### src/rtl/timer_event_source_if.sv
// -----------------------------------------------------------------------------
// timer_event_source_if
//
// Purpose: groups the control, configuration and external-input signals of
// one timer event-source channel together with the event output.
//
// Signals (directions seen from the event source, i.e. the slave modport):
//   ctrl_active_i  in   channel running; low forces idle
//   ctrl_update_i  in   one-cycle strobe: load shadow config and re-arm
//   ctrl_rst_i     in   one-cycle soft reset of the datapath state
//   cfg_sel_i      in   [SEL_W]  external input index (>= NUM_IN selects 0)
//   cfg_mode_i     in   [3]      event mode
//   cfg_filt_i     in   [FILT_W] glitch-filter length N
//   signal_i       in   [NUM_IN] asynchronous external inputs
//   event_o        out  registered single-cycle event to the prescaler
//
// Modports:
//   master - the controller / environment driving the channel
//   slave  - the timer_event_source itself
// -----------------------------------------------------------------------------
interface timer_event_source_if #(
    parameter int NUM_IN = 32,
    parameter int FILT_W = 4,
    parameter int SEL_W  = $clog2(NUM_IN)
);

    logic              ctrl_active_i;
    logic              ctrl_update_i;
    logic              ctrl_rst_i;
    logic [SEL_W-1:0]  cfg_sel_i;
    logic [2:0]        cfg_mode_i;
    logic [FILT_W-1:0] cfg_filt_i;
    logic [NUM_IN-1:0] signal_i;
    logic              event_o;

    modport master (
        output ctrl_active_i,
        output ctrl_update_i,
        output ctrl_rst_i,
        output cfg_sel_i,
        output cfg_mode_i,
        output cfg_filt_i,
        output signal_i,
        input  event_o
    );

    modport slave (
        input  ctrl_active_i,
        input  ctrl_update_i,
        input  ctrl_rst_i,
        input  cfg_sel_i,
        input  cfg_mode_i,
        input  cfg_filt_i,
        input  signal_i,
        output event_o
    );

endinterface

### src/rtl/timer_event_source.sv
// -----------------------------------------------------------------------------
// timer_event_source
//
// Purpose: event-generation front end for one timer channel. Selects one of
// NUM_IN asynchronous inputs, synchronizes it through two flops, rejects
// glitches with a programmable digital filter and turns the filtered level
// into the single-cycle event stream consumed by the prescaler event input.
//
// Ports:
//   clk_i   in   timer clock
//   rstn_i  in   asynchronous, active-low reset
//   bus     slave modport of timer_event_source_if (control, configuration,
//           external inputs and the registered event_o)
//
// Behaviour summary:
//   - cfg_* is captured into shadow registers only on ctrl_update_i.
//   - Filter length N: a level change is accepted after N+1 consecutive
//     disagreeing samples; any agreeing sample restarts the count.
//   - After reset, soft reset, update or reactivation the channel spends
//     three active cycles re-arming, during which event_o is held low and the
//     filtered level simply tracks the synchronizer.
// -----------------------------------------------------------------------------
module timer_event_source #(
    parameter int NUM_IN = 32,
    parameter int FILT_W = 4,
    parameter int SEL_W  = $clog2(NUM_IN)
) (
    input logic                clk_i,
    input logic                rstn_i,
    timer_event_source_if.slave bus
);

    typedef enum logic [2:0] {
        MODE_LEVEL_HI = 3'd0,
        MODE_LEVEL_LO = 3'd1,
        MODE_RISE     = 3'd2,
        MODE_FALL     = 3'd3,
        MODE_BOTH     = 3'd4,
        MODE_ALWAYS   = 3'd5,
        MODE_NONE_6   = 3'd6,
        MODE_NONE_7   = 3'd7
    } mode_e;

    // Selector range rounded up to a power of two; indices past NUM_IN land
    // on constant-zero padding bits.
    localparam int PAD_W = 1 << SEL_W;

    // Shadow configuration
    logic [SEL_W-1:0]  r_sel;
    mode_e             r_mode;
    logic [FILT_W-1:0] r_filt;

    // Datapath state
    logic              s1;
    logic              s2;
    logic              stable;
    logic              prev;
    logic [FILT_W-1:0] cnt;
    logic [1:0]        arm;
    logic              event_q;

    logic [PAD_W-1:0]  sig_padded;
    logic              sel_bit;
    logic              event_next;
    logic              arming;

    // -------------------------------------------------------------------------
    // Shadow configuration: loaded only by the update strobe, independent of
    // whether the channel is active.
    // -------------------------------------------------------------------------
    // NOTE: sequential state is always written with non-blocking assignments
    // so every flop samples the pre-edge value of every other flop.
    always_ff @(posedge clk_i or negedge rstn_i) begin
        if (!rstn_i) begin
            r_sel  <= '0;
            r_mode <= MODE_LEVEL_HI;
            r_filt <= '0;
        end else if (bus.ctrl_update_i) begin
            r_sel  <= bus.cfg_sel_i;
            r_mode <= mode_e'(bus.cfg_mode_i);
            r_filt <= bus.cfg_filt_i;
        end
    end

    // -------------------------------------------------------------------------
    // Input select. The selector is registered, so the mux output only changes
    // right after an update, which the arming window then hides.
    // -------------------------------------------------------------------------
    // NOTE: every always_comb output gets a default first, so no path through
    // the block can leave it unassigned and infer a latch.
    always_comb begin
        sig_padded             = '0;
        sig_padded[NUM_IN-1:0] = bus.signal_i;
        sel_bit                = sig_padded[r_sel];
    end

    // Two-flop synchronizer; free-running, untouched by soft reset or idle.
    always_ff @(posedge clk_i or negedge rstn_i) begin
        if (!rstn_i) begin
            s1 <= 1'b0;
            s2 <= 1'b0;
        end else begin
            s1 <= sel_bit;
            s2 <= s1;
        end
    end

    // -------------------------------------------------------------------------
    // Event decode from the filtered level and its one-cycle-old copy.
    // -------------------------------------------------------------------------
    always_comb begin
        event_next = 1'b0;
        case (r_mode)
            MODE_LEVEL_HI: event_next = stable;
            MODE_LEVEL_LO: event_next = !stable;
            MODE_RISE:     event_next = stable & !prev;
            MODE_FALL:     event_next = !stable & prev;
            MODE_BOTH:     event_next = stable ^ prev;
            MODE_ALWAYS:   event_next = 1'b1;
            default:       event_next = 1'b0;
        endcase
    end

    // Any restart condition or a still-running arm count keeps the channel
    // in its quiet re-arming state.
    assign arming = bus.ctrl_update_i || !bus.ctrl_active_i || (arm != 2'd0);

    // -------------------------------------------------------------------------
    // Filter, arming and event register.
    // Priority: async reset > soft reset > update > inactive > normal.
    // -------------------------------------------------------------------------
    always_ff @(posedge clk_i or negedge rstn_i) begin
        if (!rstn_i) begin
            stable  <= 1'b0;
            prev    <= 1'b0;
            cnt     <= '0;
            arm     <= 2'd3;
            event_q <= 1'b0;
        end else if (bus.ctrl_rst_i) begin
            stable  <= 1'b0;
            prev    <= 1'b0;
            cnt     <= '0;
            arm     <= 2'd3;
            event_q <= 1'b0;
        end else if (arming) begin
            // Restart conditions reload the full window; otherwise count down
            // one active cycle.
            if (bus.ctrl_update_i || !bus.ctrl_active_i) begin
                arm <= 2'd3;
            end else begin
                arm <= arm - 2'd1;
            end
            // Both stable and prev follow the synchronizer here so a level
            // that is already present when arming ends (including one from a
            // newly selected source still crossing the synchronizer) cannot
            // look like an edge.
            stable  <= s2;
            prev    <= s2;
            cnt     <= '0;
            event_q <= 1'b0;
        end else begin
            prev <= stable;
            if (s2 == stable) begin
                cnt <= '0;
            end else if (cnt == r_filt) begin
                stable <= s2;
                cnt    <= '0;
            end else begin
                cnt <= cnt + 1'b1;
            end
            event_q <= event_next;
        end
    end

    assign bus.event_o = event_q;

endmodule
### src/flat_wrapper.sv
// flat-port wrapper written by rule: the top's interface ports become plain ports
module timer_event_source_flat 
#(
    parameter int NUM_IN = 32,
    parameter int FILT_W = 4,
    parameter int SEL_W  = $clog2(NUM_IN)
)
  (clk_i, rstn_i, bus_ctrl_active_i, bus_ctrl_update_i, bus_ctrl_rst_i, bus_cfg_sel_i, bus_cfg_mode_i, bus_cfg_filt_i, bus_signal_i, bus_event_o);
  timer_event_source_if #(.NUM_IN(NUM_IN), .FILT_W(FILT_W), .SEL_W(SEL_W)) bus_i ();
  input logic clk_i;
  input logic rstn_i;
  input wire logic [$bits(bus_i.ctrl_active_i)-1:0] bus_ctrl_active_i;
  input wire logic [$bits(bus_i.ctrl_update_i)-1:0] bus_ctrl_update_i;
  input wire logic [$bits(bus_i.ctrl_rst_i)-1:0] bus_ctrl_rst_i;
  input wire logic [$bits(bus_i.cfg_sel_i)-1:0] bus_cfg_sel_i;
  input wire logic [$bits(bus_i.cfg_mode_i)-1:0] bus_cfg_mode_i;
  input wire logic [$bits(bus_i.cfg_filt_i)-1:0] bus_cfg_filt_i;
  input wire logic [$bits(bus_i.signal_i)-1:0] bus_signal_i;
  output wire logic [$bits(bus_i.event_o)-1:0] bus_event_o;
  assign bus_i.ctrl_active_i = bus_ctrl_active_i;
  assign bus_i.ctrl_update_i = bus_ctrl_update_i;
  assign bus_i.ctrl_rst_i = bus_ctrl_rst_i;
  assign bus_i.cfg_sel_i = bus_cfg_sel_i;
  assign bus_i.cfg_mode_i = bus_cfg_mode_i;
  assign bus_i.cfg_filt_i = bus_cfg_filt_i;
  assign bus_i.signal_i = bus_signal_i;
  assign bus_event_o = bus_i.event_o;
  timer_event_source #(.NUM_IN(NUM_IN), .FILT_W(FILT_W), .SEL_W(SEL_W)) u_core (.clk_i(clk_i), .rstn_i(rstn_i), .bus(bus_i));
endmodule
### config.mk
export PLATFORM = sky130hd
export DESIGN_NAME = timer_event_source_flat
export DESIGN_NICKNAME = d
export VERILOG_FILES = /design/src/rtl/timer_event_source_if.sv /design/src/rtl/timer_event_source.sv /design/src/flat_wrapper.sv
export SDC_FILE = /design/constraint.sdc
export NUM_CORES = 1
export LEC_CHECK = 0
export BUFFER_PORTS_ARGS = -buffer_cell sky130_fd_sc_hd__buf_2
export CORE_ASPECT_RATIO = 0.9
export CORE_UTILIZATION = 25
export CTS_CLUSTER_DIAMETER = 50
export DETAILED_ROUTE_END_ITERATION = 10
export GPL_TIMING_DRIVEN = 1
export PLACE_DENSITY_LB_ADDON = 0.1
export SYNTH_ARGS = -nofsm -noshare
export SYNTH_HDL_FRONTEND = slang
export SYNTH_SLANG_ARGS = --single-unit
### constraint.sdc
create_clock -name clk_i -period 1.5 [get_ports clk_i]
set_input_delay 0.075 -clock clk_i [delete_from_list [all_inputs] [get_ports clk_i]]
set_output_delay 0.075 -clock clk_i [all_outputs]
set_load 0.005 [all_outputs]
# Word level (Yosys, flattened, before mapping)
# Index checks and enable logic that the tools add are counted.
[classes]
addsub = 2
muxes = 18
n_reduce_logical = 10
eq_ne = 8
order_cmp = 1
n_bitwise = 3
[ops]
columns = ["op", "n"]
rows = [
  ["2-to-1 mux 4 bit", 4],
  ["2-to-1 mux 1 bit", 9],
  ["== test 3 x 2 -> 1 bit, second input constant", 2],
  ["== test 3 bit, second input constant", 2],
  ["less-than comparator 5 x 6 -> 1 bit, second input constant", 1],
  ["2-to-1 mux 2 bit", 3],
  ["one-hot mux 1 bit (6 select lines)", 1],
  ["binary-select mux 1 bit (select 5 bit)", 1],
  ["adder 4 x 1 -> 4 bit, second input constant", 1],
  ["== test 4 bit", 1],
  ["nonzero test 2 bit", 2],
  ["== test 3 x 1 -> 1 bit, second input constant", 1],
  ["zero test 1 bit", 3],
  ["zero test 3 bit", 1],
  ["inequality test 3 x 2 -> 1 bit, second input constant", 1],
  ["nonzero test 3 bit", 1],
  ["AND 1 bit", 2],
  ["logical OR 1 bit", 2],
  ["AND reduction 2 bit", 1],
  ["subtractor 2 x 1 -> 2 bit, second input constant", 1],
  ["== test 1 bit", 1],
  ["XOR 1 bit", 1],
]
[totals]
inputBits = 49
out_inout_bits = 1
ff_bits = 23
word_cells = 52

# Longest topological paths before layout
# Gate-level depths: netlist (run 1).
[depth]
ltp_word = 5
depth_mapped = 7

# Worst setup path after synthesis (run 1)
# Ideal clock, no wire load.
[synth_timing]
path_kind = "reg2reg"
startpoint = "register u_core.r_sel[1]"
endpoint = "register u_core.s1"
setup_time_ns = 0.126
t_required_ns = 1.374
period_less_slack_ns = 1.337
stages_incl_launch_ff = 8
arrival_ns = 1.210
setup_slack_ns = 0.163
path_cell_list = "dfrtp_1 buf_6 buf_12 mux2i_1 a22oi_1 nand3_1 nand2_1 a311o_1"
[synth_via]
elab_chain_cells = 2
[synth_lines]
columns = ["item", "line_no", "rtl"]
rows = [
  ["start: declaration", "timer_event_source.sv:49", "logic [SEL_W-1:0] r_sel;"],
  ["start signal: assignment", "timer_event_source.sv:79", "r_sel <= bus.cfg_sel_i;"],
  ["binary-select mux 1 bit (select 5 bit)", "timer_event_source.sv:94", "sel_bit = sig_padded[r_sel];"],
  ["2-to-1 mux 1 bit (not written as such)", "timer_event_source.sv:94", ""],
  ["via u_core.sel_bit", "timer_event_source.sv:63", "logic sel_bit;"],
  ["end signal: assignment", "timer_event_source.sv:103", "s1 <= sel_bit;"],
  ["end: declaration", "timer_event_source.sv:54", "logic s1;"],
]
# The timed path passes the listed nets, and every way through them passes these cells. The select of a mux whose other input is x is not followed.
# A chain may end at the register's enable or synchronous reset.

# Worst setup path in the final report (run 1)
# Same ends and word-level chain as after synthesis.

==> qor.json, run 1 <==
{
  "detail_route.wl_per_cell": {"value": 12.1, "unit": "µm"},
  "cts_tree": {"value": "yes"},
  "synth_async_sr_flop_share": {"value": 1.00},
  "worstHoldEndpoint": {"value": "u_core.r_mode[1]"},
  "comb_power_share": {"value": 0.232},
  "synth_common_cells": {"value": "21 x sky130_fd_sc_hd__dfrtp_1, 18 x sky130_fd_sc_hd__mux2i_1, 12 x sky130_fd_sc_hd__mux2_2, 10 x sky130_fd_sc_hd__nand2_1"},
  "setup.worst_path.end_class": {"value": "flip-flop"},
  "root_buffer": {"value": "sky130_fd_sc_hd__clkbuf_8"},
  "synthesis.area_per_instance": {"value": 11.2, "unit": "µm²"},
  "required": {"value": 1.64, "unit": "ns"},
  "drive_above_1_share": {"value": 0.463},
  "seq_power_share": {"value": 0.506},
  "r2r_start": {"value": "u_core.r_sel[1]"},
  "outcome": {"value": "finished clean"},
  "clock_power_share": {"value": 0.262},
  "period_minus_slack": {"value": 1.43, "unit": "ns"},
  "worst_skew_pair.late_latency": {"value": 0.26, "unit": "ns"},
  "route.vias.total": {"value": 1091},
  "worst_hold_startpoint": {"value": "bus_cfg_mode_i[1]"},
  "antenna_left": {"value": 0},
  "netlist-cell-type-count": {"value": 30},
  "depth_of_the_cts_h_tree": {"value": 1},
  "ios": {"value": 50},
  "synthesis.area": {"value": 1340, "unit": "µm²"},
  "worst-setup-path-type": {"value": "reg -> reg"},
  "power_per_standard_cell_area": {"value": 812, "unit": "nW/µm²"},
  "fill_cells": {"value": 543},
  "hpwl": {"value": 2.41, "unit": "mm"},
  "setup_skew": {"value": 0.00554, "unit": "ns"},
  "static-leakage-power": {"value": 0.875, "unit": "nW"},
  "postSynth.topFlopCell": {"value": "sky130_fd_sc_hd__dfrtp_1"},
  "globalRoute.totalOverflow": {"value": 0},
  "drt_first_iter_violations": {"value": 17},
  "num_rows": {"value": 24},
  "grt_first_pass_wirelength": {"value": 5.00, "unit": "mm"},
  "first_pass_iters": {"value": 4},
  "unrepaired_setup_endpoints_after_global_routing": {"value": "true"},
  "cts.sink_count": {"value": 23},
  "preCtsSetupSlack": {"value": 0.0177, "unit": "ns"},
  "gp_congestion": {"value": 0.725},
  "clockBufferDepth": {"value": 2},
  "post-synth-top-area-fraction": {"value": 0.393},
  "area.growth.synth_to_final": {"value": 32.6, "unit": "%"},
  "yosysWarnings": {"value": 0},
  "netlist_instances": {"value": 119},
  "dp_cells": {"value": 233},
  "synth_edf_count": {"value": 0},
  "power.switching_fraction": {"value": 0.261},
  "finished_layout_cells": {"value": 242},
  "cts.reportedPaths.clkPinSlew": {"value": 0.08, "unit": "ns"},
  "synth_largest_area_cell": {"value": "sky130_fd_sc_hd__dfrtp_1"},
  "dieHeight": {"value": 71.4, "unit": "µm"},
  "final_net_count": {"value": 231},
  "clock.fmax": {"value": 0.698, "unit": "GHz"},
  "timing.critical_path.from_type": {"value": "flip-flop"},
  "seq_area": {"value": 579, "unit": "µm²"},
  "die-area": {"value": 5650, "unit": "µm²"},
  "antenna_found_initial": {"value": 0},
  "slew-limit-headroom": {"value": 0.644},
  "fp.coreArea": {"value": 4980, "unit": "µm²"},
  "post_synthesis_sequential_area_ratio": {"value": 0.432},
  "buffer_ports.inserted": {"value": 49},
  "max_transition_viols_final": {"value": 0},
  "die_x": {"value": 79.1, "unit": "µm"},
  "cellInternalPower": {"value": 0.00106, "unit": "W"},
  "timing.hold.worst_path_depth": {"value": 2},
  "reg2reg_to": {"value": "u_core.s1"},
  "finalHoldViolCount": {"value": 0},
  "final-setup-viol-count": {"value": 0},
  "final_min_period_over_clock_period": {"value": 0.956},
  "cts-buffers-inserted": {"value": 3},
  "ir_drop": {"value": 0.375, "unit": "mV"},
  "multi_input_area": {"value": 727, "unit": "µm²"},
  "total_switching_power": {"value": 0.000376, "unit": "W"},
  "syn-num-nets": {"value": 172},
  "postSynthRegisterBits": {"value": 23},
  "detail_route.wirelength": {"value": 2.93, "unit": "mm"},
  "initial_core_util": {"value": 0.268},
  "gr-usage-all-layers": {"value": 0.112},
  "critical_path_arrival": {"value": 1.58, "unit": "ns"},
  "post-route-worst-setup-slack": {"value": 0.0666, "unit": "ns"},
  "vias_in_the_first_global_route": {"value": 1047},
  "synth_top_cells_by_area": {"value": "sky130_fd_sc_hd__dfrtp_1 39%, sky130_fd_sc_hd__mux2i_1 13%, sky130_fd_sc_hd__mux2_2 10%, sky130_fd_sc_hd__xor2_1 4.6%, sky130_fd_sc_hd__dfstp_2 3.9%"},
  "post-synth-top-count-cell": {"value": "sky130_fd_sc_hd__dfrtp_1"},
  "grt_start_max_net_pins": {"value": 24},
  "drc": {"value": 0},
  "setup.reg_to_reg.worst_slack": {"value": 0.07, "unit": "ns"},
  "route.detailed.vias_per_inst": {"value": 4.51},
  "holdCritPathClass": {"value": "in -> reg"},
  "maxCapViolCount": {"value": 0},
  "num_antenna_cells": {"value": 0},
  "critPathMaxFanout": {"value": 4},
  "worst_pin_slew": {"value": 0.534, "unit": "ns"},
  "worst-r2r-cell-count": {"value": 6}
}
critical path: stages, from the launching register on:
cell and delay, ns:
sky130_fd_sc_hd__dfrtp_2 0.45, sky130_fd_sc_hd__buf_4 0.15, sky130_fd_sc_hd__mux2i_1 0.13, sky130_fd_sc_hd__a22oi_1 0.12, sky130_fd_sc_hd__nand4b_1 0.11, sky130_fd_sc_hd__a21oi_1 0.05
sky130_fd_sc_hd__a311o_1 0.31
final cells by class:
cell class              count  share of cell area
repair buffers             57               0.182
clock buffers               4              0.0254
multi-input cells          88               0.410
flip-flops and latches     23               0.327
inverters                   5              0.0106
well taps                  65              0.0458
power by group through the flow:
stage,clock [W],sequential (W),combinational [W]
finish,0.000377,0.000729,0.000334
global route,0.000427,0.000739,0.000377
CTS,0.000403,0.000730,0.000330
detailed placement,0,0.000742,0.000325
global placement,0,0.000739,0.000323
floorplan,0,0.000726,0.000222
layout by cell type, fill, tap and decap left out, types with 2 or more instances in the layout:
cell and instances:
sky130_fd_sc_hd__a21oi_1 4, sky130_fd_sc_hd__a22oi_1 4, sky130_fd_sc_hd__and2b_2 2, sky130_fd_sc_hd__buf_2 49, sky130_fd_sc_hd__buf_4 5, sky130_fd_sc_hd__clkbuf_8 3
sky130_fd_sc_hd__dfrtp_1 20, sky130_fd_sc_hd__dfstp_2 2, sky130_fd_sc_hd__dlygate4sd3_1 2, sky130_fd_sc_hd__ha_1 4, sky130_fd_sc_hd__inv_1 5, sky130_fd_sc_hd__mux2_2 12
sky130_fd_sc_hd__mux2i_1 17, sky130_fd_sc_hd__nand2_1 10, sky130_fd_sc_hd__nand3_1 3, sky130_fd_sc_hd__nor2_1 7, sky130_fd_sc_hd__o21ai_0 2, sky130_fd_sc_hd__xnor2_1 2
sky130_fd_sc_hd__xor2_1 6
through the flow:
| step | area (µm²) | util | TNS (ns) | hold WS [ns] | power (W) |
|---|---|---|---|---|---|
| 2_1_floorplan | 1340 | - | 0 | -0.221 | 0.000948 |
| 3_3_place_gp | 1660 | 0.334 | 0 | 0.0902 | 0.00106 |
| 5_1_grt | 1770 | 0.356 | -0.0256 | 0.0293 | 0.00154 |
| 4_1_cts | 1730 | 0.347 | 0 | 0.0296 | 0.00146 |
| 6_report | 1770 | 0.356 | 0 | 0.0397 | 0.00144 |
| 3_5_place_dp | 1660 | 0.334 | 0 | 0.0912 | 0.00107 |
layer usage:
metal  share of wire  track usage  up-vias
met1            0.45        0.151      521
li1                -            -      545
met2            0.49        0.182       20
met4          0.0048       0.0182        0
met5               0            0        -
met3           0.053       0.0318        5
registers in the layout, indices dropped and copies added (netlist names):
| name | flops |
|---|---|
| u_core.prev | 1 |
| u_core.s1 | 1 |
| u_core.stable | 1 |
| u_core.r_filt | 4 |
| u_core.cnt | 4 |
| u_core.bus.event_o | 1 |
| u_core.r_sel | 5 |
| u_core.r_mode | 3 |
| u_core.arm | 2 |
| u_core.s2 | 1 |
how the worst max path moves through the flow:
stage	start	end	cells past startpoint
2_1_floorplan	u_core.r_sel[1]	u_core.s1	7
3_5_place_dp	u_core.r_sel[1]	u_core.s1	6
4_1_cts	u_core.r_sel[1]	u_core.s1	6
5_1_grt	u_core.r_sel[1]	u_core.s1	6
6_report	u_core.r_sel[1]	u_core.s1	6
3_3_place_gp	u_core.r_sel[1]	u_core.s1	6
repair_timing:
item | in CTS | in global routing
hold buffers | 2 | 0
resized for setup | 0 | 5
hold endpoints to repair | 23 | 0
endpoints found under the setup margin | 0 | 6
setup buffers | 0 | 3
logic make-up (layout without fill, tap and decap cells):
family | after synthesis | after routing | synth area share
simple gates | 31 | 31 | 0.124
mux | 30 | 30 | 0.236
flops | 23 | 23 | 0.432
compound gates | 14 | 14 | 0.0702
xor+xnor | 9 | 9 | 0.0589
buf+inv | 8 | 66 | 0.0412
fa+ha+maj | 4 | 4 | 0.0374
Note: power is estimated with default switching activity, not from simulation.
==> run 2, diff against run 1 <==
--- a/config.mk
+++ b/config.mk
@@ -5,11 +5,11 @@
 export SDC_FILE = /design/constraint.sdc
 export NUM_CORES = 1
 export LEC_CHECK = 0
-export BUFFER_PORTS_ARGS = -buffer_cell sky130_fd_sc_hd__buf_2
 export CORE_ASPECT_RATIO = 0.9
 export CORE_UTILIZATION = 25
 export CTS_CLUSTER_DIAMETER = 50
 export DETAILED_ROUTE_END_ITERATION = 10
+export DONT_BUFFER_PORTS = 1
 export GPL_TIMING_DRIVEN = 1
 export PLACE_DENSITY_LB_ADDON = 0.1
 export SYNTH_ARGS = -nofsm -noshare
==> run 2 against run 1 <==
First-iteration DRC count rose to 3.4 times the previous value. Sequential share of layout area rose by 0.32 points. Register-to-register slack barely moved. Count of clock-buffer cells in the layout did not move. Utilization fell by 0.43 points. Worst hold slack got worse by 0.015 ns. Global-route usage fell by 0.50 points. Non-clock buffer count fell by 26. Cell area fell by 1.2%. Final cell count fell by 11%.
==> qor.json, run 2 (same netlist as run 1, synthesis figures left out) <==
{
  "reg2reg_to": {"value": "u_core.cnt[2]", "change": "was u_core.s1"},
  "final-setup-viol-count": {"value": 0, "change": "unchanged"},
  "largest-register": {"value": "u_core.r_sel", "change": "unchanged"},
  "timing.critical_path.from_type": {"value": "input port", "change": "was flip-flop"},
  "fp.coreArea": {"value": 4980, "unit": "µm²", "change": "unchanged"},
  "vias_in_the_first_global_route": {"value": 993, "change": "was 1,047"},
  "dieHeight": {"value": 71.4, "unit": "µm", "change": "unchanged"},
  "worst_skew_pair.late_latency": {"value": 0.26, "unit": "ns", "change": "about the same"},
  "placedInstanceArea": {"value": 1410, "unit": "µm²", "change": "was 1660 µm²"},
  "outcome": {"value": "finished clean", "change": "unchanged"},
  "buffer_ports.inserted": {"value": 0, "change": "was 49"},
  "ios": {"value": 50, "change": "unchanged"},
  "critical_path_arrival": {"value": 1.64, "unit": "ns", "change": "was 1.58 ns"},
  "setup.reg_to_reg.worst_slack": {"value": 0.08, "unit": "ns", "change": "was 0.07 ns"},
  "die-area": {"value": 5650, "unit": "µm²", "change": "unchanged"},
  "globalRoute.totalOverflow": {"value": 0, "change": "unchanged"},
  "period_minus_slack": {"value": 1.46, "unit": "ns", "change": "was 1.43 ns"},
  "worst-r2r-cell-count": {"value": 5, "change": "was 6"},
  "required": {"value": 1.68, "unit": "ns", "change": "was 1.64 ns"},
  "final_cell_area": {"value": 1750, "unit": "µm²", "change": "was 1770 µm²"},
  "setup_skew": {"value": 0.00181, "unit": "ns", "change": "was 0.00554 ns"},
  "drive_above_1_share": {"value": 0.172, "change": "was 0.463"},
  "max_transition_viols_final": {"value": 0, "change": "unchanged"},
  "finalPower": {"value": 0.00145, "unit": "W", "change": "was 0.00144 W"},
  "first_pass_iters": {"value": 4, "change": "unchanged"},
  "whs": {"value": 0.0251, "unit": "ns", "change": "was 0.0397 ns"},
  "unrepaired_setup_endpoints_after_global_routing": {"value": "true", "change": "unchanged"},
  "maxCapViolCount": {"value": 0, "change": "unchanged"},
  "flip_flop_count_of_the_largest_register_after_layout": {"value": 5, "change": "unchanged"},
  "most_common_library_cell_in_the_layout_ignoring_fill_and_taps": {"value": "sky130_fd_sc_hd__dlygate4sd3_1", "change": "was sky130_fd_sc_hd__buf_2"},
  "route.vias.total": {"value": 980, "change": "was 1,091"},
  "power_per_standard_cell_area": {"value": 829, "unit": "nW/µm²", "change": "was 812 nW/µm²"},
  "ir_drop": {"value": 0.439, "unit": "mV", "change": "was 0.375 mV"},
  "cts.reportedPaths.clkPinSlew": {"value": 0.08, "unit": "ns", "change": "about the same"},
  "fill_cells": {"value": 532, "change": "was 543"},
  "timing.hold.worst_path_depth": {"value": 3, "change": "was 2"},
  "detail_route.wirelength": {"value": 2.96, "unit": "mm", "change": "was 2.93 mm"},
  "finished_layout_cells": {"value": 216, "change": "was 242"},
  "clock.fmax": {"value": 0.687, "unit": "GHz", "change": "was 0.698 GHz"},
  "reg.largest.list": {"value": "u_core.r_sel: 5 flops, u_core.cnt: 4 flops, u_core.r_filt: 4 flops", "change": "unchanged"},
  "static-leakage-power": {"value": 0.781, "unit": "nW", "change": "was 0.875 nW"},
  "depth_of_the_cts_h_tree": {"value": 1, "change": "unchanged"},
  "gr-usage-all-layers": {"value": 0.107, "change": "was 0.112"},
  "grt_start_max_net_pins": {"value": 24, "change": "unchanged"},
  "worst-setup-path-type": {"value": "in -> reg", "change": "was reg -> reg"},
  "num_antenna_cells": {"value": 0, "change": "unchanged"},
  "drt_first_iter_violations": {"value": 58, "change": "was 17"},
  "seq_area": {"value": 578, "unit": "µm²", "change": "was 579 µm²"},
  "cts-buffers-inserted": {"value": 3, "change": "unchanged"},
  "critPathMaxFanout": {"value": 3, "change": "was 4"},
  "initial_core_util": {"value": 0.268, "change": "unchanged"},
  "route.met2.wl": {"value": 1.47, "unit": "mm", "change": "was 1.45 mm"},
  "root_buffer": {"value": "sky130_fd_sc_hd__clkbuf_8", "change": "unchanged"},
  "grt_first_pass_wirelength": {"value": 4.71, "unit": "mm", "change": "was 5.00 mm"},
  "final_min_period_over_clock_period": {"value": 0.971, "change": "was 0.956"},
  "hpwl": {"value": 2.21, "unit": "mm", "change": "was 2.41 mm"},
  "route.detailed.vias_per_inst": {"value": 4.54, "change": "was 4.51"},
  "final_cell_mix": {"value": "27 x sky130_fd_sc_hd__dlygate4sd3_1, 21 x sky130_fd_sc_hd__dfrtp_1, 18 x sky130_fd_sc_hd__mux2i_1", "change": "was 49 x sky130_fd_sc_hd__buf_2, 20 x sky130_fd_sc_hd__dfrtp_1, 17 x sky130_fd_sc_hd__mux2i_1"},
  "num_rows": {"value": 24, "change": "unchanged"},
  "top_layer": {"value": "met4", "change": "unchanged"},
  "holdCritPathClass": {"value": "in -> reg", "change": "unchanged"},
  "worstHoldEndpoint": {"value": "u_core.bus.event_o", "change": "was u_core.r_mode[1]"},
  "dp_cells": {"value": 183, "change": "was 233"},
  "detail_route.wirelength.met1": {"value": 1.33, "unit": "mm", "change": "was 1.31 mm"},
  "cts_resized": {"value": 0, "change": "unchanged"},
  "antenna_left": {"value": 0, "change": "unchanged"},
  "die_x": {"value": 79.1, "unit": "µm", "change": "unchanged"},
  "area.growth.synth_to_final": {"value": 31.1, "unit": "%", "change": "was 32.6%"},
  "clockBufferDepth": {"value": 2, "change": "unchanged"},
  "worst_hold_startpoint": {"value": "bus_ctrl_update_i", "change": "was bus_cfg_mode_i[1]"},
  "detail_route.wl_per_cell": {"value": 13.7, "unit": "µm", "change": "was 12.1 µm"},
  "worst_pin_slew": {"value": 0.283, "unit": "ns", "change": "was 0.534 ns"},
  "gp_congestion": {"value": 0.705, "change": "was 0.725"},
  "wl_met3": {"value": 154, "unit": "µm", "change": "was 156 µm"},
  "final_net_count": {"value": 205, "change": "was 231"},
  "antenna_found_initial": {"value": 0, "change": "unchanged"},
  "finalHoldViolCount": {"value": 0, "change": "unchanged"},
  "postLayoutCoreUtil": {"value": 0.352, "change": "was 0.356"},
  "cts.sink_count": {"value": 23, "change": "unchanged"},
  "r2r_start": {"value": "u_core.cnt[2]", "change": "was u_core.r_sel[1]"},
  "drc": {"value": 0, "change": "unchanged"},
  "slew-limit-headroom": {"value": 0.809, "change": "was 0.644"},
  "cts_tree": {"value": "yes", "change": "unchanged"},
  "setup.worst_path.end_class": {"value": "flip-flop", "change": "unchanged"},
  "multi_input_area": {"value": 704, "unit": "µm²", "change": "was 727 µm²"}
}
-- run 2: power breakdown --
part / leakage, nW / switching [W] / internal, W
Clock: 0.0228 / 0.000193 / 0.000189
Sequential: 0.281 / 0.0000513 / 0.000678
Combinational: 0.477 / 0.000126 / 0.000216
-- run 2: final cells by class --
type,count,area share
tap,65,0.0464
sequential,23,0.330
clock buffer,4,0.0257
multi-input combinational,88,0.402
timing repair buffer,31,0.186
inverter,5,0.0107
-- run 2: metrics by stage --
step	TNS (ns)	setup slack [ns]
CTS	0	0.0464
global route	-0.0221	-0.0221
finish	0	0.0440
detailed placement	0	0.0676
floorplan	0	0.163
global placement	0	0.0984
-- run 2: worst max-delay path by stage --
stage / startpoint / cells past startpoint / to
final: bus_ctrl_rst_i / 4 / u_core.arm[1]
after detailed placement: u_core.r_sel[1] / 6 / u_core.s1
after CTS: u_core.r_sel[1] / 6 / u_core.s1
after global routing: u_core.r_sel[1] / 6 / u_core.s1
after global placement: u_core.r_sel[1] / 6 / u_core.s1
after floorplan: u_core.r_sel[1] / 7 / u_core.s1
-- run 2: repair_timing --
item	CTS	global route
endpoints found under the hold margin	39	0
setup buffers	0	1
setup endpoints to repair	0	1
hold buffers	28	0
-- run 2: per-layer routing --
| layer | global-route usage | vias to the layer above |
|---|---|---|
| met4 | 0.00606 | 0 |
| met2 | 0.182 | 18 |
| li1 | - | 485 |
| met1 | 0.138 | 475 |
| met3 | 0.0369 | 2 |
| met5 | 0 | - |
-- run 2: critical path: stages --
cell                            delay, ns
sky130_fd_sc_hd__dlygate4sd3_1       0.60
sky130_fd_sc_hd__nor3b_2             0.25
sky130_fd_sc_hd__dlygate4sd3_1       0.61
sky130_fd_sc_hd__o211ai_1            0.11
